**config.mk**
```make
export PLATFORM = sky130hd
export DESIGN_NAME = lab1_sweep_ctrl_flat
export DESIGN_NICKNAME = d
export VERILOG_FILES = /design/src/rtl/lab1_sweep_ctrl_if.sv /design/src/rtl/lab1_sweep_ctrl.sv /design/src/flat_wrapper.sv
export SDC_FILE = /design/constraint.sdc
export NUM_CORES = 1
export LEC_CHECK = 0
export CAP_MARGIN = 20
export CORE_UTILIZATION = 25
export DETAILED_ROUTE_END_ITERATION = 8
export GPL_ROUTABILITY_DRIVEN = 0
export PLACE_DENSITY_LB_ADDON = 0.25
export SETUP_SLACK_MARGIN = 0.3
export SKIP_LAST_GASP = 1
export SYNTH_ARGS = -nofsm -noshare
export SYNTH_HDL_FRONTEND = slang
export SYNTH_SLANG_ARGS = --single-unit
```
**constraint.sdc**
```tcl
create_clock -name clk -period 2.04 [get_ports clk]
set_clock_uncertainty 0.15 [all_clocks]
set_input_delay 0.612 -clock clk [delete_from_list [all_inputs] [get_ports clk]]
set_output_delay 0.612 -clock clk [all_outputs]
set_load 0.01 [all_outputs]
```
**src/rtl/lab1_sweep_ctrl_if.sv**
```systemverilog
// Signal bundle between the lab1 sweep sequencer and whoever requests runs
// and hosts the lab1 datapath being exercised.
interface lab1_sweep_ctrl_if;
    logic       start;
    logic       d_in;
    logic       a_out;
    logic       b_out;
    logic       c_out;
    logic       busy;
    logic       done;
    logic       pass;
    logic [3:0] err_count;
    logic [7:0] fail_mask;

    // Requester / datapath side: issues start, returns D from lab1.
    modport master (
        output start,
        output d_in,
        input  a_out,
        input  b_out,
        input  c_out,
        input  busy,
        input  done,
        input  pass,
        input  err_count,
        input  fail_mask
    );

    // Sequencer side.
    modport slave (
        input  start,
        input  d_in,
        output a_out,
        output b_out,
        output c_out,
        output busy,
        output done,
        output pass,
        output err_count,
        output fail_mask
    );
endinterface

```
**src/rtl/lab1_sweep_ctrl.sv**
```systemverilog
// Self-test sequencer for the lab1 datapath (D = NOT majority(A,B,C)).
// Walks {A,B,C} through 0..7, holds each vector SETTLE cycles, samples D in
// the following cycle and records mismatches against EXPECTED.
//
// state  | meaning
// IDLE   | waiting for start, results held
// DRIVE  | vector idx on A/B/C, counting settle cycles
// CHECK  | vector still driven, D sampled and compared
// FINISH | one-cycle done pulse, pass valid, A/B/C back to 000
module lab1_sweep_ctrl #(
    parameter logic [7:0]  EXPECTED = 8'h17,
    parameter int unsigned SETTLE   = 1          // legal range 1..15
) (
    input  logic             clk,
    input  logic             reset,
    lab1_sweep_ctrl_if.slave bus
);
    typedef enum logic [1:0] {IDLE, DRIVE, CHECK, FINISH} state_t;

    localparam logic [3:0] SETTLE_LAST = 4'(SETTLE - 1);

    state_t     r_state;
    logic [2:0] r_idx;
    logic [3:0] r_wait;
    logic       r_busy;
    logic       r_done;
    logic       r_pass;
    logic [3:0] r_err;
    logic [7:0] r_mask;

    logic       w_mismatch;
    logic [3:0] w_err_next;

    // X/Z on d_in is treated as a failure so a floating datapath cannot pass.
    assign w_mismatch = (bus.d_in !== EXPECTED[r_idx]);
    assign w_err_next = r_err + {3'b000, w_mismatch};

    // Sweep FSM; all outputs are registered here.
    always_ff @(posedge clk) begin
        if (reset) begin
            r_state <= IDLE;
            r_idx   <= 3'd0;
            r_wait  <= 4'd0;
            r_busy  <= 1'b0;
            r_done  <= 1'b0;
            r_pass  <= 1'b0;
            r_err   <= 4'd0;
            r_mask  <= 8'h00;
        end else begin
            case (r_state)
                IDLE: begin
                    if (bus.start) begin
                        r_state <= DRIVE;
                        r_idx   <= 3'd0;
                        r_wait  <= 4'd0;
                        r_err   <= 4'd0;
                        r_mask  <= 8'h00;
                        r_pass  <= 1'b0;
                        r_busy  <= 1'b1;
                    end
                end
                DRIVE: begin
                    if (r_wait == SETTLE_LAST) begin
                        r_state <= CHECK;
                    end else begin
                        r_wait <= r_wait + 4'd1;
                    end
                end
                CHECK: begin
                    if (w_mismatch) begin
                        r_err         <= w_err_next;
                        r_mask[r_idx] <= 1'b1;
                    end
                    if (r_idx == 3'd7) begin
                        // Include the last vector's result in pass.
                        r_state <= FINISH;
                        r_idx   <= 3'd0;
                        r_busy  <= 1'b0;
                        r_done  <= 1'b1;
                        r_pass  <= (w_err_next == 4'd0);
                    end else begin
                        r_state <= DRIVE;
                        r_idx   <= r_idx + 3'd1;
                        r_wait  <= 4'd0;
                    end
                end
                FINISH: begin
                    r_state <= IDLE;
                    r_done  <= 1'b0;
                end
                default: begin
                    r_state <= IDLE;
                    r_busy  <= 1'b0;
                    r_done  <= 1'b0;
                end
            endcase
        end
    end

    assign bus.a_out     = r_idx[2];
    assign bus.b_out     = r_idx[1];
    assign bus.c_out     = r_idx[0];
    assign bus.busy      = r_busy;
    assign bus.done      = r_done;
    assign bus.pass      = r_pass;
    assign bus.err_count = r_err;
    assign bus.fail_mask = r_mask;
endmodule

```
**src/flat_wrapper.sv**
```systemverilog
// flat-port wrapper written by rule: the top's interface ports become plain ports
module lab1_sweep_ctrl_flat 
#(
    parameter logic [7:0]  EXPECTED = 8'h17,
    parameter int unsigned SETTLE   = 1                              
)
  (clk, reset, bus_start, bus_d_in, bus_a_out, bus_b_out, bus_c_out, bus_busy, bus_done, bus_pass, bus_err_count, bus_fail_mask);
  lab1_sweep_ctrl_if bus_i ();
  input  logic clk;
  input  logic reset;
  input wire logic [$bits(bus_i.start)-1:0] bus_start;
  input wire logic [$bits(bus_i.d_in)-1:0] bus_d_in;
  output wire logic [$bits(bus_i.a_out)-1:0] bus_a_out;
  output wire logic [$bits(bus_i.b_out)-1:0] bus_b_out;
  output wire logic [$bits(bus_i.c_out)-1:0] bus_c_out;
  output wire logic [$bits(bus_i.busy)-1:0] bus_busy;
  output wire logic [$bits(bus_i.done)-1:0] bus_done;
  output wire logic [$bits(bus_i.pass)-1:0] bus_pass;
  output wire logic [$bits(bus_i.err_count)-1:0] bus_err_count;
  output wire logic [$bits(bus_i.fail_mask)-1:0] bus_fail_mask;
  assign bus_i.start = bus_start;
  assign bus_i.d_in = bus_d_in;
  assign bus_a_out = bus_i.a_out;
  assign bus_b_out = bus_i.b_out;
  assign bus_c_out = bus_i.c_out;
  assign bus_busy = bus_i.busy;
  assign bus_done = bus_i.done;
  assign bus_pass = bus_i.pass;
  assign bus_err_count = bus_i.err_count;
  assign bus_fail_mask = bus_i.fail_mask;
  lab1_sweep_ctrl #(.EXPECTED(EXPECTED), .SETTLE(SETTLE)) u_core (.clk(clk), .reset(reset), .bus(bus_i));
endmodule
```
# Word level (Yosys, flattened, before mapping)
# Memories as Yosys holds them, arrays and structs flattened. A register that Yosys moved wholly into a read port is not among the register bits.
# Index checks and enable logic that the tools add are counted.
# totals
out_inout_bits	18
wordCells	68
mem_count	1
reg_bits	24
inputBits	4
rom_bits	8
# op_classes
mux	29
n_eq_ne	11
n_bitwise	1
reduce_logical	13
n_addsub	3
order_cmp	2
# memory_table
memory	words	width	rd	rd_ports_with_merged_regs	wr	line_no	rtl
(no name shown)	8	1	1	1	0	lab1_sweep_ctrl.sv:35	assign w_mismatch = (bus.d_in !== EXPECTED[r_idx]);
# ops
operator	count
$mux 4	4
$mux 8	2
$pmux 8 s2	1
$mux 3	4
$pmux 4 s3	1
$logic_not 4->1	2
$or 8x8->8	1
$pmux 2 s4	1
$pmux 4 s2	1
$mux 1	7
$mux 2	3
$ne 2x1->1 const B	3
$ne 2x2->1 const B	3
$pmux 1 s2	3
$pmux 3 s2	1
$reduce_and 2->1	3
$reduce_and 3->1	2
$add 4x1->4	1
$add 4x1->4 const B	1
$eq 2x2->1 const B	2
$lt 3x4->1 const B	1
$reduce_and 4->1	1
$reduce_bool 2->1	2
$add 3x1->3 const B	1
other kinds (8)	8

# Logic depth before layout (Yosys ltp)
# Gate-level depths: netlist (run 1).
# logic_depth
word_depth	7
depth_mapped	7
depth_no_buf	7

# Least setup slack after synthesis (run 1)
# OpenSTA, ideal clock, no wires.
# synth_timing
path_kind	input to register
from	input port bus_d_in
to	register u_core.r_pass, in the netlist u_core.bus.pass
t_arrival_ps	1699
path_buffers	0
setup_ps	92
setup_slack_ps	99
required_ps	1798
stages	7
cell_sequence	xnor2_1 > inv_1 > ha_1 > ha_1 > nor3_1 > nand4_1 > o32ai_1
# synth_between
elab_chain_len	5
# synth_lines
item	line_no	rtl
from (decl)	flat_wrapper.sv:12	input wire logic [$bits(bus_i.d_in)-1:0] bus_d_in;
$nex 1x1->1	lab1_sweep_ctrl.sv:35	
$add 4x1->4	lab1_sweep_ctrl.sv:36	assign w_err_next = r_err + {3'b000, w_mismatch};
$logic_not 4->1	lab1_sweep_ctrl.sv:80	r_pass <= (w_err_next == 4'd0);
$mux 1	lab1_sweep_ctrl.sv:74	if (r_idx == 3'd7) begin
$pmux 1 s2	lab1_sweep_ctrl.sv:50	case (r_state)
to (signal assigned)	lab1_sweep_ctrl.sv:80	
to (decl)	lab1_sweep_ctrl.sv:27	logic r_pass;
# No other way between the ends. The select of a mux whose other input is x is not followed.
# A chain may end at the register's enable or synchronous reset.

==> results.ini, run 1 <==
[setup_path]
cp_max_fo=18
reg2reg_to=u_core.r_wait[1]
rrSetupSlack_ns=0.33
critPathKind=in2reg
crit-reg2reg-launch=u_core.r_idx[1]
critPathCapture=u_core.bus.err_count[1]
cp-start-kind=primary input
arrival_ns=1.74
worst_setup_path_end_kind=flop
r2r_cells=6
worstPathRequired_ns=2.05
crit_start=reset

[die]
die_area_um2=4880
rows=24
core_um2=4380
io_pins=22
fp.dieH_um=69.9
dieWidth_um=69.9
start_util_pct=26.3

[synthesis]
ys_types=37
synth_top_area_share_pct=43.5
synth-main-ff-cell=dfxtp_1
synth_edf_count=0
synth_area_leaders=dfxtp_1 (43%), a22o_1 (9.1%), ha_1 (6.5%)
ys_warn_count=0
avgSynthCellArea_um2=9.36
ys_ff_latch=25
netlist_top_cells_count=dfxtp_1 (25), a22o_1 (12), a21oi_1 (9)
syn_nets=133
synthArstFlopShare_pct=0
yosysMostFrequentCell=dfxtp_1
synth_area_um2=1150
syn_inst=123
ys_seq_area_share_pct=43.5
synth_top_cell_by_area=dfxtp_1

[sta]
rsz0062_at_grt=true
slew_violations=0
hold_ws_ns=0.330
fin_crit_sh_pct=85.0
setup_tns_ns=0
slew_headroom_pct=74.3
hold_violations=0
max_freq_mhz=577
tightest_slew_ns=0.384
setup_viol=0
fin_crit_ns=1.73

[route]
drt-pass1-iter-count=4
vias=1022
detail-route-antenna-nets=0
drtIter0Drc=35
routedWlPerCell_um=13.7
drc=0
wl_mm=2.85
viasPerCell=4.89

[clock_tree]
cts_root_buf=clkbuf_8
cts_hold_buf=0
clkLatencyLatePin_ns=0.26
cts.sink_count=25
cts_buffers=3
clockBufferDepth=2
htreeDepth=1
path_clk_slew_ns=0.09
cts_tree=yes

[place]
port-buffer-count=21
dpl.cell_count=200
place_hpwl_mm=1.96

[run_status]
outcome=finished, final reports clean

[power_and_ir_drop]
p_seq_share_pct=55.4
max-vdd-ir-drop_uv=431
p_switching_mw=0.223
p_leak_nw=0.707
powerDensity_nw_per_um2=555
p_sw_share_pct=24.6
combinationalPowerShare_pct=12.4
p_int_mw=0.685
clkPwrFrac_pct=32.2

[global_route]
antenna_found_initial=0
grt_pass1_wl_mm=4.74
grt.overflow.total=0
grtUsageTotal_pct=12.0
grt_start_max_net_pins=19
grt_pass1_vias=1045

[finish]
layout.cells.non_filler=209
nNetsFinal=168
regArea_um2=515
diodes=0
multi_input_area_um2=703
drive_gt1_share_pct=24.2
fill_cells=445
syn_to_final_growth_pct=42.3

[min_path]
hp-class=reg2reg

[job]
maxCapViolCount=0

cells by family after synthesis:
| kind of cell | count (synthesis) | synth area share (%) |
|---|---|---|
| buffers and inverters | 11 | 4.67 |
| AO/OA/AOI/OAI | 39 | 24.0 |
| adder cells (fa/ha/maj) | 6 | 6.52 |
| AND/OR/NAND/NOR | 39 | 19.0 |
| XOR/XNOR | 3 | 2.28 |
| flip-flops | 25 | 43.5 |
power groups by stage:
stage	clock (mW)	sequential (mW)	combinational [mW]
after floorplan	0	0.516	0.0627
after global placement	0	0.519	0.106
after detailed placement	0	0.520	0.107
after CTS	0.309	0.505	0.107
after global routing	0.332	0.506	0.124
final	0.292	0.503	0.112
critical path: stages:
cell             delay, ns
clkdlybuf4s50_1       0.51
buf_4                 0.26
nor2_1                0.11
a22o_1                0.24
placed cells by master, fill, tap and decap left out, drive strengths merged, types with 2 or more instances in the layout:
master	count
a21oi	9
a22o	12
a22oi	3
and3	2
buf	14
clkbuf	5
dfxtp	25
dlygate4sd2	19
ha	6
inv	6
nand2	4
nand2b	3
nand3	4
nor2	8
nor2b	4
nor3	4
nor3b	4
o21ai	5
o21bai	2
o31ai	3
xnor2	3
metrics by stage:
step                setup slack [ns]  total power, mW  utilization (%)  instance area (um^2)
floorplan                      0.297            0.578                -                  1220
global placement              -0.309            0.625             34.9                  1530
detailed placement            -0.363            0.627             34.9                  1530
CTS                            0.139            0.921             36.6                  1600
global route                   0.264            0.961             37.4                  1640
finish                         0.307            0.908             37.4                  1640
routing by layer:
metal,global-route usage (%),wire (um),vias up
met5,0,0,-
met4,1.56,12,0
met3,3.61,157,2
met2,21.0,1390,28
met1,14.7,1300,474
li1,-,-,518
worst min path at each step:
stage	start	endpoint	slack (ns)	depth (start not counted)
2_1_floorplan	u_core.r_wait[1]	u_core.r_wait[1]	0.32	2
3_3_place_gp	u_core.bus.fail_mask[0]	u_core.bus.fail_mask[0]	0.31	1
3_5_place_dp	u_core.bus.fail_mask[4]	u_core.bus.fail_mask[4]	0.32	1
4_1_cts	u_core.bus.fail_mask[4]	u_core.bus.fail_mask[4]	0.34	1
5_1_grt	u_core.bus.fail_mask[4]	u_core.bus.fail_mask[4]	0.36	1
6_report	u_core.bus.fail_mask[2]	u_core.bus.fail_mask[2]	0.33	1
layout make-up:
type,count,area share [%]
Inverter,6,1.38
Multi-Input combinational cell,87,42.9
Clock buffer,4,2.75
Sequential cell,25,31.5
Timing Repair Buffer,35,17.5
Tap cell,52,3.97
flip-flops by register name (all words and copies together), names as in the netlist, named ones only:
name / cells
u_core.bus.busy: 1
u_core.bus.done: 1
u_core.bus.err_count: 4
u_core.bus.fail_mask: 8
u_core.bus.pass: 1
u_core.r_idx: 3
u_core.r_state: 2
u_core.r_wait: 4
timing repair:
item,CTS,global route
buffers inserted,5,0
resized for setup,27,10
pin swaps,1,1
gates cloned,0,0
setup endpoints to repair,35,9
No activity file was read; power rests on OpenSTA's default activity.
==> run 2, diff against run 1 <==
- clock period: 2.04 -> 1.8 ns (I/O delays scaled with it)
==> results.ini, run 2 (synthesis gave the netlist of run 1 again) <==
[min_path]
hp-class=reg2reg
min_from=u_core.bus.fail_mask[0]

[finish]
diodes=0  ; unchanged
largest_register_ffs=8  ; unchanged
final_common_cell=buf_4
nNetsFinal=190  ; +13%
final_cell_mix=buf_4 (30), buf_2 (16), dfxtp_2 (15)
finish.utilization_pct=42.5  ; +5.2 points
drive_gt1_share_pct=57.5  ; +33 points
syn_to_final_growth_pct=62.0

[setup_path]
crit_chain=ha_4 -> ha_4 -> or2b_1 -> a21o_1 -> a2111o_1 -> o31ai_1
cpMostUsedCell=ha_4
cp_max_fo=2  ; -16
crit-reg2reg-launch=u_core.r_idx[1]
cp-start-kind=flop
rrSetupSlack_ns=0.07  ; -0.26 ns
worstPathRequired_ns=1.83  ; -0.22 ns
crit_family=compound AO/OA/AOI/OAI gates
worst_setup_path_end_kind=flop
critPathCapture=u_core.r_wait[1]
crit_buf_inv=0  ; -2
arrival_ns=1.77  ; +0.03 ns
reg2reg_to=u_core.r_wait[1]
crit_start=u_core.r_idx[1]
cp_num_cells=6  ; +2
critPathKind=reg2reg
cp_slowest_cell=dfxtp_4
cpPeakStageDelay_ns=0.37  ; -0.14 ns
r2r_cells=6  ; unchanged

[clock_tree]
clockBufferDepth=2  ; unchanged
htreeDepth=1  ; unchanged
clkLatencyLatePin_ns=0.28  ; +0.02 ns
cts_hold_buf=0  ; unchanged
cts_buffers=3  ; unchanged
cts_root_buf=clkbuf_8
path_clk_slew_ns=0.10  ; about the same
cts_tree=yes
cts.sink_count=25  ; unchanged

[route]
routedWlPerCell_um=13.6  ; -0.65%
wl_mm=3.13  ; +9.8%
drc=0  ; unchanged
detail-route-antenna-nets=0  ; unchanged
viasPerCell=4.84  ; -1.1%
drtIter0Drc=15  ; -57%
drt-pass1-iter-count=4  ; unchanged
vias=1117  ; +9.3%

[global_route]
use_met2_pct=24.6  ; +3.5 points
grt.overflow.total=0  ; unchanged
grt_start_max_net_pins=16  ; -3
use_met1_pct=14.3  ; -0.48 points
grtUsageTotal_pct=13.2  ; +1.2 points
grt_pass1_wl_mm=5.15  ; +8.7%
use_met3_pct=4.47  ; +0.87 points
grt_pass1_vias=1105  ; +5.7%
busiest_layer=met2
antenna_found_initial=0  ; unchanged

[power_and_ir_drop]
total_power_mw=1.07  ; +18%
p_switching_mw=0.278  ; +24%
p_sw_share_pct=25.9  ; +1.3 points
p_seq_share_pct=52.9  ; -2.5 points
combinationalPowerShare_pct=15.0  ; +2.6 points
p_int_mw=0.795  ; +16%
p_leak_nw=0.815  ; +15%
clkPwrFrac_pct=32.2  ; about the same
max-vdd-ir-drop_uv=367  ; -15%
powerDensity_nw_per_um2=575  ; +3.8%

[sta]
slew_violations=0  ; unchanged
setup_viol=0  ; unchanged
rsz0062_at_grt=true
slew_headroom_pct=73.1  ; -1.3 points
hold_violations=0  ; unchanged
tightest_slew_ns=0.402  ; +0.0171 ns
setup_tns_ns=0  ; unchanged
max_freq_mhz=577
fin_crit_ns=1.73
fin_crit_sh_pct=96.3

[run_status]
outcome=finished, final reports clean

[die]
core_um2=4380  ; unchanged
io_pins=22  ; unchanged
die_area_um2=4880  ; unchanged
rows=24  ; unchanged
dieWidth_um=69.9  ; unchanged
fp.dieH_um=69.9  ; unchanged
start_util_pct=26.3  ; unchanged

[job]
maxCapViolCount=0  ; unchanged

[place]
port-buffer-count=21  ; unchanged
place_hpwl_mm=2.10  ; +7.1%

[run 2: cell count changes in the layout (fill, tap and decap cells not counted), moves of 3 or more]
cell / previous run / this run
buf_6: 0 / 9
dfxtp_2: 3 / 15
buf_4: 14 / 30
dfxtp_1: 19 / 4
dfxtp_4: 3 / 6
dlygate4sd2_1: 19 / 1
buf_2: 0 / 16
[run 2: layer usage]
layer	wire length (um)	part of all wire, %	up-vias
met3	125	4.0	2
met2	1680	54	18
met5	0	0	-
met4	19	0.61	0
met1	1310	42	535
li1	-	-	562
[run 2: power groups by stage]
| stage | Clock, mW | Sequential, mW | Combinational, mW |
|---|---|---|---|
| CTS | 0.359 | 0.569 | 0.141 |
| global placement | 0 | 0.586 | 0.125 |
| floorplan | 0 | 0.582 | 0.0722 |
| finish | 0.345 | 0.567 | 0.160 |
| detailed placement | 0 | 0.587 | 0.128 |
| global route | 0.387 | 0.569 | 0.176 |
[run 2: metrics by stage]
step | cells | worst slack, ns | hold WS (ns) | area, um^2
after floorplan | 123 | 0.0822 | 0.322 | 1240
after global placement | 206 | -0.480 | 0.311 | 1590
after detailed placement | 206 | -0.546 | 0.318 | 1590
after CTS | 228 | 0.0584 | 0.326 | 1780
after global routing | 231 | 0.00574 | 0.346 | 1860
final | 231 | 0.0660 | 0.322 | 1860
[run 2: area by class of cell]
| type | count | area [um^2] |
|---|---|---|
| well taps | 52 | 65.1 |
| flip-flops and latches | 25 | 542 |
| repair buffers | 57 | 430 |
| clock buffers | 3 | 41.3 |
| clock inverters | 1 | 7.51 |
| multi-input cells | 87 | 756 |
| fillers | 428 | 2520 |
| inverters | 6 | 22.5 |
[run 2: repair_timing]
item / in CTS / in global routing
resized for setup: 117 / 18
hold endpoints to repair: 0 / 0
pin swaps: 10 / 10
endpoints found under the setup margin: 39 / 19
setup buffers: 18 / 3
[run 2: worst min path at each step]
stage	to	slack, ns	depth (start not counted)
after floorplan	u_core.r_wait[1]	0.32	2
after global placement	u_core.bus.fail_mask[6]	0.31	1
after detailed placement	u_core.bus.fail_mask[2]	0.32	1
after CTS	u_core.bus.fail_mask[2]	0.33	1
after global routing	u_core.bus.fail_mask[1]	0.35	1
final	u_core.bus.fail_mask[0]	0.32	1
==> run 3, diff against run 2 <==
- ABC_AREA: default -> 1
==> results.ini, run 3 <==
[power_and_ir_drop]
clkPwrFrac_pct=28.9  ; -3.3 points
p_sw_share_pct=29.2  ; +3.4 points
p_int_mw=0.846  ; +6.4%
p_leak_nw=0.814  ; -0.15%
powerDensity_nw_per_um2=644  ; +12%
p_seq_share_pct=49.7  ; -3.2 points
p_switching_mw=0.350  ; +26%
max-vdd-ir-drop_uv=253  ; -31%
combinationalPowerShare_pct=21.4  ; +6.4 points

[die]
start_util_pct=26.5  ; +0.26 points
rows=25  ; +4.2%
core_um2=4820  ; +9.9%
io_pins=22  ; unchanged
fp.dieH_um=73.5  ; +5.2%
die_area_um2=5400  ; +11%
dieWidth_um=73.5  ; +5.2%

[min_path]
min_from=u_core.bus.fail_mask[1]
hp-class=reg2reg

[synthesis]
ys_ff_latch=25  ; unchanged
yosysMostFrequentCell=nand2_1
synthArstFlopShare_pct=0  ; unchanged
syn_inst=184  ; +50%
netlist_top_cells_count=nand2_1 (43), inv_1 (26), dfxtp_1 (25)
synth_area_leaders=dfxtp_1 (39%), nand2_1 (13%), nand3_1 (8.2%)
syn_nets=194  ; +46%
synth_top_area_share_pct=39.2  ; -4.3 points
synth_top_cell_by_area=dfxtp_1
ys_warn_count=0  ; unchanged
synth_edf_count=0  ; unchanged
ys_types=26  ; -30%
ys_seq_area_share_pct=39.2  ; -4.3 points
synth-main-ff-cell=dfxtp_1
avgSynthCellArea_um2=6.94  ; -26%
synth_area_um2=1280  ; +11%

[finish]
fill_cells=544  ; +27%
nNetsFinal=240  ; +26%
drive_gt1_share_pct=41.5  ; -16 points
stdcell_area_um2=1860  ; -0.40%
multi_input_area_um2=778  ; +3.0%
final_common_cell=nand2_1
syn_to_final_growth_pct=45.3
regArea_um2=531  ; -2.1%
diodes=0  ; unchanged
final_cell_mix=nand2_1 (39), buf_4 (23), inv_1 (22), nor2_1 (22), nand3_1 (20)
largest_register_ffs=8  ; unchanged

[clock_tree]
cts_buffers=3  ; unchanged
path_clk_slew_ns=0.09  ; about the same
cts.sink_count=25  ; unchanged
cts_hold_buf=0  ; unchanged
clockBufferDepth=2  ; unchanged
clkLatencyLatePin_ns=0.27  ; about the same
htreeDepth=1  ; unchanged
cts_root_buf=clkbuf_8
cts_tree=yes

[sta]
setup_tns_ns=0  ; unchanged
setup_viol=0  ; unchanged
hold_violations=0  ; unchanged
slew_violations=0  ; unchanged
fin_crit_ns=1.59  ; -0.141 ns
slew_headroom_pct=83.3  ; +10 points
tightest_slew_ns=0.250  ; -0.152 ns
rsz0062_at_grt=true
fin_crit_sh_pct=88.5  ; -7.8 points
max_freq_mhz=628  ; +8.8%

[route]
drt-pass1-iter-count=4  ; unchanged
viasPerCell=4.23  ; -12%
drc=0  ; unchanged
vias=1253  ; +12%
detail-route-antenna-nets=0  ; unchanged
wl_mm=3.02  ; -3.6%
drtIter0Drc=28  ; +13
routedWlPerCell_um=10.2  ; -25%

[global_route]
grt_pass1_vias=1274  ; +15%
antenna_found_initial=0  ; unchanged
grtUsageTotal_pct=12.6  ; -0.58 points
grt_start_max_net_pins=16  ; unchanged
grt.overflow.total=0  ; unchanged
grt_pass1_wl_mm=5.32  ; +3.2%

[place]
place_hpwl_mm=2.24  ; +6.7%
placed_area_um2=1730  ; +8.5%
port-buffer-count=21  ; unchanged

[setup_path]
worstPathRequired_ns=1.85  ; +0.02 ns
cp-start-kind=primary input
cpMostUsedCell=ha_4
crit_family=adder cells
crit_buf_inv=2  ; +2
cp_max_fo=2  ; unchanged
cp_slowest_cell=ha_4
rrSetupSlack_ns=0.23  ; +0.16 ns
cpPeakStageDelay_ns=0.23  ; -0.14 ns
critPathKind=in2reg
worst_setup_path_end_kind=flop
crit_start=bus_d_in
arrival_ns=1.65  ; -0.12 ns
crit_chain=buf_4 -> xnor2_4 -> inv_2 -> ha_4 -> ha_4 -> nor2_2 -> nand3_1 -> nor2_1 -> nand2_1 -> o22ai_1

[run_status]
outcome=finished, final reports clean

[job]
maxCapViolCount=0  ; unchanged

## run 3: worst paths after layout
| kind | endpoint | cells past startpoint |
|---|---|---|
| hold / removal | u_core.bus.fail_mask[1] | 2 |
| hold reg to reg | u_core.bus.fail_mask[1] | 2 |
| setup reg to reg | u_core.bus.pass | 9 |
| setup / recovery | u_core.bus.pass | 10 |
## run 3: layout make-up
cell class,instances,share of cell area [%]
Timing Repair Buffer,44,16.4
Inverter,28,5.93
Clock inverter,1,0.404
Tap cell,67,4.51
Clock buffer,3,2.22
Multi-Input combinational cell,128,41.9
Sequential cell,25,28.6
## run 3: through the flow
stage                     power (mW)  cells  util (%)  worst slack (ns)  hold slack [ns]
final                           1.20    296      38.5             0.206            0.301
after global routing            1.28    296      38.5             0.123            0.329
after CTS                       1.20    295      36.8             0.181            0.302
after detailed placement       0.845    286      35.9            -0.554            0.294
after global placement         0.844    286      35.9            -0.536            0.293
after floorplan                0.745    184         -             0.103            0.307
## run 3: cell families after synthesis
group,synth area share (%)
adder cells (fa/ha/maj),5.88
buffers and inverters,9.70
AND/OR/NAND/NOR,31.7
flip-flops,39.2
AO/OA/AOI/OAI,11.5
XOR/XNOR,2.06
## run 3: power by group through the flow
stage | Combinational [mW] | Sequential [mW] | Clock (mW)
after floorplan | 0.132 | 0.613 | 0
after global placement | 0.235 | 0.609 | 0
after detailed placement | 0.236 | 0.608 | 0
after CTS | 0.240 | 0.591 | 0.364
after global routing | 0.291 | 0.597 | 0.387
final | 0.256 | 0.594 | 0.345
## run 3: timing repair
action                     4_1_cts  5_1_grt
setup endpoints to repair       41       23
buffers inserted                 5        0
gates cloned                     0        1
pin swaps                        5        7
resized for setup              103       23
## run 3: worst register-to-register path: stages, from the launching register on
cell     delay, ns
dfxtp_2       0.35
xnor2_4       0.17
inv_2         0.06
ha_4          0.16
ha_4          0.23
nor2_2        0.07
nand3_1       0.07
nor2_1        0.09
nand2_1       0.05
o22ai_1       0.09
## run 3: layer usage
layer	vias up	wire length [um]	track usage [%]
li1	675	-	-
met1	561	1450	15.2
met2	15	1460	22.4
met3	2	78	2.19
met4	0	24	4.49
met5	-	0	0
